### config.mk
export PLATFORM = sky130hd
export DESIGN_NAME = proc_control_fsm
export DESIGN_NICKNAME = d
export VERILOG_FILES = /design/src/rtl/proc_control_fsm.sv
export SDC_FILE = /design/constraint.sdc
export NUM_CORES = 1
export LEC_CHECK = 0
export ABC_AREA = 1
export BUFFER_PORTS_ARGS = -buffer_cell sky130_fd_sc_hd__buf_2
export CORE_MARGIN = 5
export CORE_UTILIZATION = 41
export DETAILED_ROUTE_END_ITERATION = 6
export PLACE_DENSITY = 0.84
export SYNTH_ARGS = -nofsm -noshare
export SYNTH_HDL_FRONTEND = slang
export SYNTH_SLANG_ARGS = --single-unit
export TNS_END_PERCENT = 10
### constraint.sdc
create_clock -name clk_i -period 2 [get_ports clk_i]
set_input_delay 0.6 -clock clk_i [delete_from_list [all_inputs] [get_ports clk_i]]
set_output_delay 0.6 -clock clk_i [all_outputs]
set_load 0.05 [all_outputs]
### src/rtl/proc_control_fsm.sv
// Multi-cycle T0..T3 control unit for the 16-bit simple processor; latches IR, drives datapath enables.
// Optional build macro PROC_CTRL_SHIFT_EN enables sll/srl on opcodes 110/111 (otherwise they are NOPs).
module proc_control_fsm (
    input  logic        clk_i,
    input  logic        reset_i,
    input  logic        run_i,
    input  logic [15:0] din_i,
    output logic [8:0]  ir_o,
    output logic [7:0]  rin_o,
    output logic [7:0]  rout_o,
    output logic        ain_o,
    output logic        gin_o,
    output logic        gout_o,
    output logic        dinout_o,
    output logic        irin_o,
    output logic [2:0]  aluop_o,
    output logic        done_o
);
    // state | meaning
    // T0    | fetch: IRin = Run, latch DIN[8:0] when Run
    // T1    | mv/mvi complete, or ALU op loads A from Rx
    // T2    | ALU op: Ry on bus, G <= A op bus
    // T3    | ALU op: G written back to Rx
    localparam logic [1:0] T0 = 2'd0;
    localparam logic [1:0] T1 = 2'd1;
    localparam logic [1:0] T2 = 2'd2;
    localparam logic [1:0] T3 = 2'd3;

    localparam logic [2:0] OP_MV  = 3'b000;
    localparam logic [2:0] OP_MVI = 3'b001;

    logic [1:0] step_q, step_d;
    logic [8:0] ir_q, ir_d;
    logic [2:0] opcode;
    logic [7:0] x_onehot, y_onehot;
    logic       is_alu;
    logic       unused_din;

    assign opcode   = ir_q[8:6];
    assign x_onehot = 8'b1 << ir_q[5:3];
    assign y_onehot = 8'b1 << ir_q[2:0];
    assign unused_din = ^din_i[15:9];

`ifdef PROC_CTRL_SHIFT_EN
    assign is_alu = (opcode != OP_MV) && (opcode != OP_MVI);
`else
    assign is_alu = (opcode >= 3'b010) && (opcode <= 3'b101);
`endif

    always_comb begin
        step_d   = step_q;
        ir_d     = ir_q;
        rin_o    = 8'h00;
        rout_o   = 8'h00;
        ain_o    = 1'b0;
        gin_o    = 1'b0;
        gout_o   = 1'b0;
        dinout_o = 1'b0;
        irin_o   = 1'b0;
        aluop_o  = 3'b000;
        done_o   = 1'b0;
        case (step_q)
            T0: begin
                irin_o = run_i;
                if (run_i) begin
                    ir_d   = din_i[8:0];
                    step_d = T1;
                end
            end
            T1: begin
                if (opcode == OP_MV) begin
                    rout_o = y_onehot;
                    rin_o  = x_onehot;
                    done_o = 1'b1;
                    step_d = T0;
                end else if (opcode == OP_MVI) begin
                    dinout_o = 1'b1;
                    rin_o    = x_onehot;
                    done_o   = 1'b1;
                    step_d   = T0;
                end else if (is_alu) begin
                    rout_o = x_onehot;
                    ain_o  = 1'b1;
                    step_d = T2;
                end else begin
                    // shift opcodes with shifts compiled out retire as a NOP
                    done_o = 1'b1;
                    step_d = T0;
                end
            end
            T2: begin
                rout_o = y_onehot;
                gin_o  = 1'b1;
                case (opcode)
                    3'b010:  aluop_o = 3'b000;
                    3'b011:  aluop_o = 3'b001;
                    3'b100:  aluop_o = 3'b010;
                    3'b101:  aluop_o = 3'b011;
`ifdef PROC_CTRL_SHIFT_EN
                    3'b110:  aluop_o = 3'b100;
                    3'b111:  aluop_o = 3'b101;
`endif
                    default: aluop_o = 3'b000;
                endcase
                step_d = T3;
            end
            default: begin
                gout_o = 1'b1;
                rin_o  = x_onehot;
                done_o = 1'b1;
                step_d = T0;
            end
        endcase
    end

    always_ff @(posedge clk_i) begin
        if (reset_i) begin
            step_q <= T0;
            ir_q   <= 9'd0;
        end else begin
            step_q <= step_d;
            ir_q   <= ir_d;
        end
    end

    assign ir_o = ir_q;

endmodule

==> results of run 1 <==
==> placed cells by master (no fill, tap or decap), types with 2 or more instances in the layout <==
master,count
buf_2,22
buf_6,22
buf_4,15
nor2_1,13
inv_1,11
nand2_1,10
a21oi_4,9
nand4_1,8
a211oi_1,8
nor4_4,7
nand3_1,6
inv_2,5
dfxtp_4,5
a21oi_1,4
ha_4,4
clkbuf_4,4
dfxtp_1,4
nor2_4,3
nor3_1,3
nand2_4,2
nand3_2,2
nor3_4,2
buf_12,2
dfxtp_2,2
==> kinds of logic (layout without fill, tap and decap cells) <==
logic type                 after synthesis  in the layout  synth area share [%]
DFF                                     11             11                 26.39
AOI/OAI and AO/OA                       23             23                 16.64
other                                    1              1                0.4493
and+or+nand+nor                         60             60                 36.88
buffers and inverters                   24             84                 12.14
adders and majority gates                5              5                 7.496
==> worst register-to-register path, stage by stage, from the launching register on <==
cell and delay [ns]:
dfxtp_2 0.33, inv_2 0.07, buf_4 0.11, ha_1 0.19, inv_2 0.07, or2_1 0.26
o21ai_0 0.26, a21oi_1 0.09
==> through the flow <==
| stage | utilization [%] | std cells | cell area [um^2] |
|---|---|---|---|
| final | 88.40 | 211 | 1717 |
| after global routing | 88.40 | 211 | 1717 |
| after CTS | 87.31 | 211 | 1695 |
| after detailed placement | 77.96 | 207 | 1514 |
| after global placement | 77.96 | 207 | 1514 |
| after floorplan | - | 124 | 1149 |
==> final timing paths <==
kind	start	to	slack (ns)	depth (start not counted)
setup / recovery	ir_o[7]$_SDFFE_PP0P_	rout_o[0]	-0.37	8
hold / removal	din_i[8]	ir_o[8]$_SDFFE_PP0P_	0.56	3
setup reg to reg	step_q[1]$_SDFFE_PP0P_	step_q[0]$_SDFFE_PP0P_	0.52	7
hold reg to reg	ir_o[0]$_SDFFE_PP0P_	ir_o[0]$_SDFFE_PP0P_	0.60	2
==> power groups by stage <==
stage               Combinational [mW]  Sequential (mW)  Clock (mW)
floorplan                        0.429            0.373           0
global placement                 0.685            0.292           0
detailed placement               0.701            0.295           0
CTS                              0.744            0.296       0.163
global route                     0.816            0.303       0.182
finish                           0.776            0.299       0.166
==> area by class of cell <==
cell class / count / area, um^2
multi-input cells: 89 / 822.0
repair buffers: 62 / 518.0
flip-flops and latches: 11 / 241.5
fillers: 96 / 225.2
inverters: 18 / 73.82
well taps: 27 / 33.78
clock buffers: 3 / 22.52
clock inverters: 1 / 5.005
==> repair_timing <==
| item | in CTS | in global routing |
|---|---|---|
| endpoints found under the setup margin | 20 | 22 |
| endpoints found under the hold margin | 0 | 0 |
| gates resized for setup | 51 | 9 |
| pin swaps | 5 | 7 |
==> routing by layer <==
metal | vias to the layer above | GRT usage (%)
li1 | 552 | -
met1 | 543 | 26.69
met2 | 56 | 43.50
met3 | 11 | 3.217
met4 | 0 | 12.55
met5 | - | 0
==> state kept, by name, summed over array words and instances (netlist names) <==
| signal | count |
|---|---|
| step_q | 2 |
| ir_o | 9 |
==> flow_metrics.env, run 1 <==
export IMPL_status="complete, but fails checks"
export IMPL_violations="negative setup slack"
export IMPL_arrival_ns=1.77
export IMPL_whs_ns=0.5592
export IMPL_slew_violations=0
export IMPL_switching_power_mw=0.6563
export IMPL_clockBufferDepth=2
export IMPL_die_h_um=55.12
export IMPL_syn_num_nets=148
export IMPL_synth_edf_count=0
export IMPL_start_kind="flop"
export IMPL_diodes=0
export IMPL_grt_overflow=0
export IMPL_wl_met2_mm=1.931
export IMPL_ys_ff_latch=11
export IMPL_grt_pass1_wl_mm=5.126
export IMPL_placement_rows=16
export IMPL_dr_wl_met3_um=188
export IMPL_post_cts_setup_buffer_count=0
export IMPL_yosysWarnings=0
export IMPL_hold_viol=0
export IMPL_grt_setup_unrepaired="yes"
export IMPL_ys_seq_area_share_pct=26.39
export IMPL_crit_family="simple AND/OR/NAND/NOR gates"
export IMPL_area_growth_syn_to_layout_pct=105.7
export IMPL_portBuffers=44
export IMPL_async_reset_ff_share_pct=0
export IMPL_cp_num_buf_inv=3
export IMPL_h_tree_depth=1
export IMPL_grt_max_degree=18
export IMPL_synth_distinct_cells=22
export IMPL_cts_sinks=11
export IMPL_drt_pass1_iter_count=4
export IMPL_pwr_share_seq_pct=24.1
export IMPL_ir_worst_vdd_mv=0.6072
export IMPL_met1_length_mm=1.272
export IMPL_tns_ns=-4.125
export IMPL_grt_pass1_vias=1092
export IMPL_via_count=1162
export IMPL_wirelength_mm=3.494
export IMPL_finClkSkew_ns=0.01367
export IMPL_holdBufCountCts=0
export IMPL_synth_area_leaders="dfxtp_1 (26%), inv_1 (8.1%), a21oi_1 (7.8%)"
export IMPL_intPower_mw=0.5842
export IMPL_clk_pin_slew_ns=0.09
export IMPL_grt_usage_pct=23.92
export IMPL_p_sw_share_pct=52.90
export IMPL_crit_required_ns=1.40
export IMPL_drive_above_1_share_pct=60.87
export IMPL_drv_cap=0
export IMPL_antenna_found_initial=0
export IMPL_cp_cell_sequence="inv_4 -> ha_4 -> inv_2 -> nand2_4 -> nor2_4 -> nand4_1 -> a21oi_4 -> buf_6"
export IMPL_setup_violations_final=19
export IMPL_drt_iter0_drc=21
export IMPL_critPathKind="reg2out"
export IMPL_highest_layer="met4"
export IMPL_clk_latency_ns=0.29
export IMPL_synth_most_common_cell="inv_1"
export IMPL_core_area_um2=1942
export IMPL_post_route_period_util_pct=118.5
export IMPL_yosys_top_cells_count="inv_1 (18), nor2_1 (15), a21oi_1 (13)"
export IMPL_end_kind="primary output"
export IMPL_final_nets=209
export IMPL_cts_buffers=3
export IMPL_clock_fmax_mhz=422.0
export IMPL_pwr_share_clk_pct=13.4
export IMPL_antenna_left=0
export IMPL_syn_area_per_cell_um2=6.730
export IMPL_synthCells=124
export IMPL_worstPathMaxFanout=8
export IMPL_initial_utilization_pct=42.98
export IMPL_p_per_area_nw_per_um2=722.6
export IMPL_die_x_um=55.12
export IMPL_drt_vias_per_instance=5.507
export IMPL_place_congestion=0.8260
export IMPL_cts_tree="built"
export IMPL_slowest_delay_ns=0.38
export IMPL_synth_top_area_share_pct=26.39
export IMPL_fin_crit_ns=2.370
export IMPL_leakagePower_nw=0.6965
export IMPL_netlist_area_um2=834.6
export IMPL_synth_largest_area_cell="dfxtp_1"
export IMPL_setup_ws_ns=-0.3695
export IMPL_cts_root_buf="clkbuf_4"
export IMPL_power_frac_comb_pct=62.6
export IMPL_ys_flop_type="dfxtp_1"
export IMPL_post_route_drc_count=0
export IMPL_min_path_type="in2reg"
export IMPL_post_drt_wl_per_cell_um=16.56
export IMPL_fin_total_pwr_mw=1.240
export IMPL_dieArea_um2=3038
export IMPL_cpMaxStageDelayCell="dfxtp_4"
export IMPL_pin_count=53
export IMPL_post_dp_hpwl_mm=2.302
export IMPL_preCtsSetupSlack_ns=-0.07723
Note: power is estimated with default switching activity, not from simulation.
==> run 2, diff against run 1 <==
CTS_BUF_LIST = sky130_fd_sc_hd__clkbuf_16   (was default)
clock period = 2.5 ns   (was 2 ns; I/O delays follow)
==> run 2 against run 1 <==
  * The flow now finishes without violations
  * Wire length fell by 21%
  * Total power is 22% lower
  * Sequential power shrank 22%
  * Sequential cell count stayed put
  * Clock power rose by 77%
  * Hold slack lost 0.090 ns
  * Clock-buffer cell count unchanged
  * Global-route usage shrank 4.8 points
  * Critical endpoint is now rin_o[1]
==> flow_metrics.env, run 2 (synthesis gave the netlist of run 1 again) <==
export IMPL_portBuffers=44
export IMPL_min_path_type="reg2reg"
export IMPL_drt_iter0_drc=33
export IMPL_cts_buffers=3
export IMPL_clock_fmax_mhz=404.0
export IMPL_cts_tree="built"
export IMPL_antenna_left=0
export IMPL_leakagePower_nw=0.6052
export IMPL_grt_setup_unrepaired="yes"
export IMPL_grt_max_degree=18
export IMPL_final_nets=195
export IMPL_antenna_found_initial=0
export IMPL_cp_cell_sequence="inv_1 -> nor4_2 -> buf_2"
export IMPL_status="finished, final reports clean"
export IMPL_grt_usage_pct=19.07
export IMPL_hold_viol=0
export IMPL_clk_pin_slew_ns=0.04
export IMPL_clockBufferDepth=2
export IMPL_initial_utilization_pct=42.98
export IMPL_post_dp_hpwl_mm=2.078
export IMPL_drt_vias_per_instance=5.325
export IMPL_clk_latency_ns=0.24
export IMPL_drt_pass1_iter_count=4
export IMPL_die_x_um=55.12
export IMPL_core_area_um2=1942
export IMPL_drive_above_1_share_pct=48.24
export IMPL_cp_num_buf_inv=2
export IMPL_crit_required_ns=1.75
export IMPL_slowest_delay_ns=0.57
export IMPL_mostFrequentLayoutCell="buf_2"
export IMPL_place_congestion=0.8090
export IMPL_critPathKind="reg2out"
export IMPL_h_tree_depth=1
export IMPL_grt_pass1_wl_mm=4.167
export IMPL_grt_pass1_vias=968
export IMPL_setup_violations_final=0
export IMPL_ir_worst_vdd_mv=0.6346
export IMPL_p_per_area_nw_per_um2=728.1
export IMPL_post_route_drc_count=0
export IMPL_start_kind="flop"
export IMPL_cts_root_buf="clkbuf_16"
export IMPL_area_growth_syn_to_layout_pct=58.77
export IMPL_crit_family="buffers and inverters"
export IMPL_cts_sinks=11
export IMPL_largest_reg_flops=9
export IMPL_grt_overflow=0
export IMPL_cpMaxStageDelayCell="dfxtp_1"
export IMPL_post_route_period_util_pct=99.02
export IMPL_via_count=1049
export IMPL_arrival_ns=1.73
export IMPL_finClkSkew_ns=0.001497
export IMPL_final_cell_mix="buf_2 (36), inv_1 (15), nor2_1 (14), nand2_1 (11), dfxtp_1 (10)"
export IMPL_slew_violations=0
export IMPL_worstPathMaxFanout=10
export IMPL_post_drt_wl_per_cell_um=13.92
export IMPL_drv_cap=0
export IMPL_placement_rows=16
export IMPL_filler_cell_count=153
export IMPL_end_kind="primary output"
export IMPL_r2r_slack_ns=1.10
export IMPL_post_cts_setup_buffer_count=0
export IMPL_diodes=0
export IMPL_whs_ns=0.4694
export IMPL_wirelength_mm=2.743
export IMPL_pin_count=53
export IMPL_placedCellCount=193
export IMPL_die_h_um=55.12
export IMPL_layout_cells_non_filler=197
export IMPL_dieArea_um2=3038
export IMPL_fin_crit_ns=2.475
run 2: cell types whose count changed in the layout (fill, tap and decap cells not counted), moves of 5 or more:
cell | previous run | this run
nor4_4 | 7 | 0
dfxtp_4 | 5 | 0
dfxtp_1 | 4 | 10
nor4_2 | 0 | 7
buf_6 | 22 | 6
a21oi_2 | 1 | 8
buf_4 | 15 | 6
buf_2 | 22 | 36
a21oi_4 | 9 | 1
run 2: tightest hold or removal path, cell delays in order, from the launching register on:
cell	delay, ns
dfxtp_2	0.32
inv_2	0.05
a211oi_1	0.06
run 2: final timing paths:
| path | start | to | cells after the start |
|---|---|---|---|
| max | ir_o[3]$_SDFFE_PP0P_ | rin_o[1] | 3 |
| min | ir_o[7]$_SDFFE_PP0P_ | ir_o[7]$_SDFFE_PP0P_ | 2 |
| max reg2reg | step_q[0]$_SDFFE_PP0P_ | ir_o[5]$_SDFFE_PP0P_ | 6 |
| min reg2reg | ir_o[7]$_SDFFE_PP0P_ | ir_o[7]$_SDFFE_PP0P_ | 2 |
run 2: metrics by stage:
| step | TNS (ns) | utilization, % | total power, mW | setup WS, ns | area [um^2] |
|---|---|---|---|---|---|
| after floorplan | -4.232 | - | 0.5555 | -0.2994 | 920.9 |
| final | 0 | 68.23 | 0.9648 | 0.02458 | 1325 |
| after detailed placement | 0 | 60.31 | 0.6449 | 0.2057 | 1171 |
| after global routing | -0.1090 | 68.23 | 1.010 | -0.02707 | 1325 |
| after global placement | 0 | 60.31 | 0.6328 | 0.2384 | 1171 |
| after CTS | 0 | 65.59 | 0.9476 | 0.001970 | 1274 |
run 2: where the power goes:
group	switching, mW	internal (mW)
Clock	0.0818	0.212
Sequential	0.0344	0.200
Combinational	0.327	0.110
Total	0.443	0.522
run 2: timing repair:
item / in CTS / in global routing
setup endpoints to repair: 9 / 16
gates resized for setup: 9 / 15
hold buffers: 0 / 0
pin swaps: 0 / 7
run 2: layout make-up:
cell class	instances	area, um^2	share of cell area [%]
timing repair buffer	48	292.8	22.10
clock buffer	3	75.07	5.666
tap	27	33.78	2.550
inverter	18	67.56	5.099
multi-input combinational	89	629.4	47.50
clock inverter	1	5.005	0.3777
sequential	11	221.5	16.71
run 2: per-layer routing:
layer  GRT usage (%)  share of wire, %  wire length [um]
met3           5.362               7.0               191
met1           21.72                42              1141
met5               0                 0                 0
met2           32.48                50              1370
met4           9.312               1.4                38
==> run 3, diff against run 2 <==
PLACE_DENSITY = 0.78   (was 0.84)
==> run 3 against run 2 <==
  * Critical path depth is 5 higher
  * Clock-buffer cell count stayed put
  * Sequential share of layout area is 0.33 points higher
  * Clock skew hardly changed
  * Final cell count stayed put
  * Combinational power is 4% lower
  * Non-clock buffer count stayed put
  * Critical endpoint is now rout_o[1]
  * Largest power group unchanged
==> flow_metrics.env, run 3 (synthesis gave the netlist of run 1 again) <==
export IMPL_grt_pass1_vias=947
export IMPL_drt_iter0_drc=19
export IMPL_post_dp_hpwl_mm=1.891
export IMPL_fin_area_um2=1329
export IMPL_antenna_left=0
export IMPL_place_congestion=0.8546
export IMPL_cts_sinks=11
export IMPL_end_kind="primary output"
export IMPL_fin_total_pwr_mw=0.9607
export IMPL_p_sw_share_pct=45.89
export IMPL_switching_power_mw=0.4409
export IMPL_diodes=0
export IMPL_cp_cell_sequence="inv_2 -> ha_4 -> inv_1 -> nand2_2 -> nor2_4 -> nand4_1 -> a21oi_2 -> buf_6"
export IMPL_grt_pass1_wl_mm=4.105
export IMPL_cts_tree="built"
export IMPL_worstMarginPinSlew_ns=0.5207
export IMPL_die_x_um=55.12
export IMPL_mostFrequentLayoutCell="buf_2"
export IMPL_finClkSkew_ns=0.001219
export IMPL_p_per_area_nw_per_um2=723.0
export IMPL_start_kind="flop"
export IMPL_die_h_um=55.12
export IMPL_power_frac_comb_pct=43.7
export IMPL_cpMaxStageDelayCell="dfxtp_2"
export IMPL_dieArea_um2=3038
export IMPL_post_route_period_util_pct=96.94
export IMPL_grt_max_degree=18
export IMPL_area_growth_syn_to_layout_pct=59.22
export IMPL_layout_cells_non_filler=197
export IMPL_clock_fmax_mhz=412.6
export IMPL_place_area_um2=1164
export IMPL_drt_vias_per_instance=5.279
export IMPL_placement_rows=16
export IMPL_relSlewSlack_pct=65.29
export IMPL_slew_violations=0
export IMPL_setup_violations_final=0
export IMPL_pwr_share_seq_pct=25.5
export IMPL_leakagePower_nw=0.5981
export IMPL_wirelength_mm=2.723
export IMPL_critPathKind="reg2out"
export IMPL_clk_latency_ns=0.24
export IMPL_grt_overflow=0
export IMPL_post_route_drc_count=0
export IMPL_setup_ws_ns=0.07654
export IMPL_intPower_mw=0.5198
export IMPL_pin_count=53
export IMPL_ir_worst_vdd_mv=0.5660
export IMPL_drv_cap=0
export IMPL_core_area_um2=1942
export IMPL_arrival_ns=1.67
export IMPL_final_nets=195
export IMPL_drt_pass1_iter_count=4
export IMPL_via_count=1040
export IMPL_worstPathMaxFanout=8
export IMPL_hold_viol=0
export IMPL_fin_crit_ns=2.423
export IMPL_drive_above_1_share_pct=50.00
export IMPL_clockBufferDepth=2
export IMPL_clk_pin_slew_ns=0.04
export IMPL_antenna_found_initial=0
export IMPL_status="finished, final reports clean"
export IMPL_placedCellCount=192
export IMPL_crit_required_ns=1.75
export IMPL_initial_utilization_pct=42.98
export IMPL_h_tree_depth=1
export IMPL_post_drt_wl_per_cell_um=13.82
export IMPL_min_path_type="reg2reg"
export IMPL_cts_buffers=3
export IMPL_slowest_delay_ns=0.32
export IMPL_crit_family="simple AND/OR/NAND/NOR gates"
export IMPL_portBuffers=44
export IMPL_cp_num_buf_inv=3
export IMPL_cts_root_buf="clkbuf_16"
export IMPL_pwr_share_clk_pct=30.9
export IMPL_preCtsSetupSlack_ns=0.1631
export IMPL_largest_reg_flops=9
export IMPL_grt_usage_pct=19.23
export IMPL_final_cell_mix="buf_2 (36), inv_1 (17), nor2_1 (14), nand2_1 (11), a21oi_2 (9)"
run 3: cell types whose count changed in the layout (fill, tap and decap cells not counted), sizes merged:
cell,change
inv,+1
clkinv,-1
run 3: through the flow:
stage	setup TNS [ns]	hold WS, ns	utilization [%]
6_report	0	0.4941	68.43
5_1_grt	-0.04211	0.5150	68.43
2_1_floorplan	-4.232	0.5141	-
4_1_cts	-0.03350	0.4907	65.72
3_5_place_dp	0	0.4778	59.92
3_3_place_gp	0	0.4794	59.92
run 3: path summary, 6_finish.rpt:
kind / slack [ns] / startpoint / depth (start not counted) / to
hold reg to reg: 0.49 / ir_o[7]$_SDFFE_PP0P_ / 2 / ir_o[7]$_SDFFE_PP0P_
setup / recovery: 0.08 / ir_o[7]$_SDFFE_PP0P_ / 8 / rout_o[1]
setup reg to reg: 1.18 / step_q[0]$_SDFFE_PP0P_ / 6 / ir_o[7]$_SDFFE_PP0P_
hold / removal: 0.49 / ir_o[7]$_SDFFE_PP0P_ / 2 / ir_o[7]$_SDFFE_PP0P_
run 3: timing repair:
action | CTS | global route
setup endpoints to repair | 8 | 12
setup buffers | 0 | 1
pin swaps | 1 | 6
resized for setup | 12 | 14
endpoints found under the hold margin | 0 | 0
hold buffers | 0 | 0
run 3: area by class of cell:
cell class	count	area, um^2
multi-input combinational	89	629.4
fill	170	613.1
sequential	11	226.5
inverter	18	67.56
tap	27	33.78
timing repair buffer	48	292.8
clock inverter	1	3.754
clock buffer	3	75.07
run 3: layer usage:
metal	vias to the layer above	part of all wire [%]	track usage, %	wire, um
met5	-	0	0	0
met4	0	2.5	13.77	69
met3	6	6.5	4.558	177
li1	518	-	-	-
met1	482	40	22.49	1089
met2	34	51	30.51	1386
run 3: worst min-delay path: cells and delay by family (launching register included):
kind	cells	cell delay [ns]
DFF	1	0.31
buffers and inverters	1	0.07
AOI/OAI and AO/OA	1	0.07
run 3: power groups by stage:
stage | registers (mW) | logic (mW) | clock network, mW
after floorplan | 0.289 | 0.267 | 0
after global placement | 0.238 | 0.392 | 0
after detailed placement | 0.240 | 0.397 | 0
after CTS | 0.238 | 0.404 | 0.300
after global routing | 0.251 | 0.452 | 0.308
final | 0.245 | 0.419 | 0.297
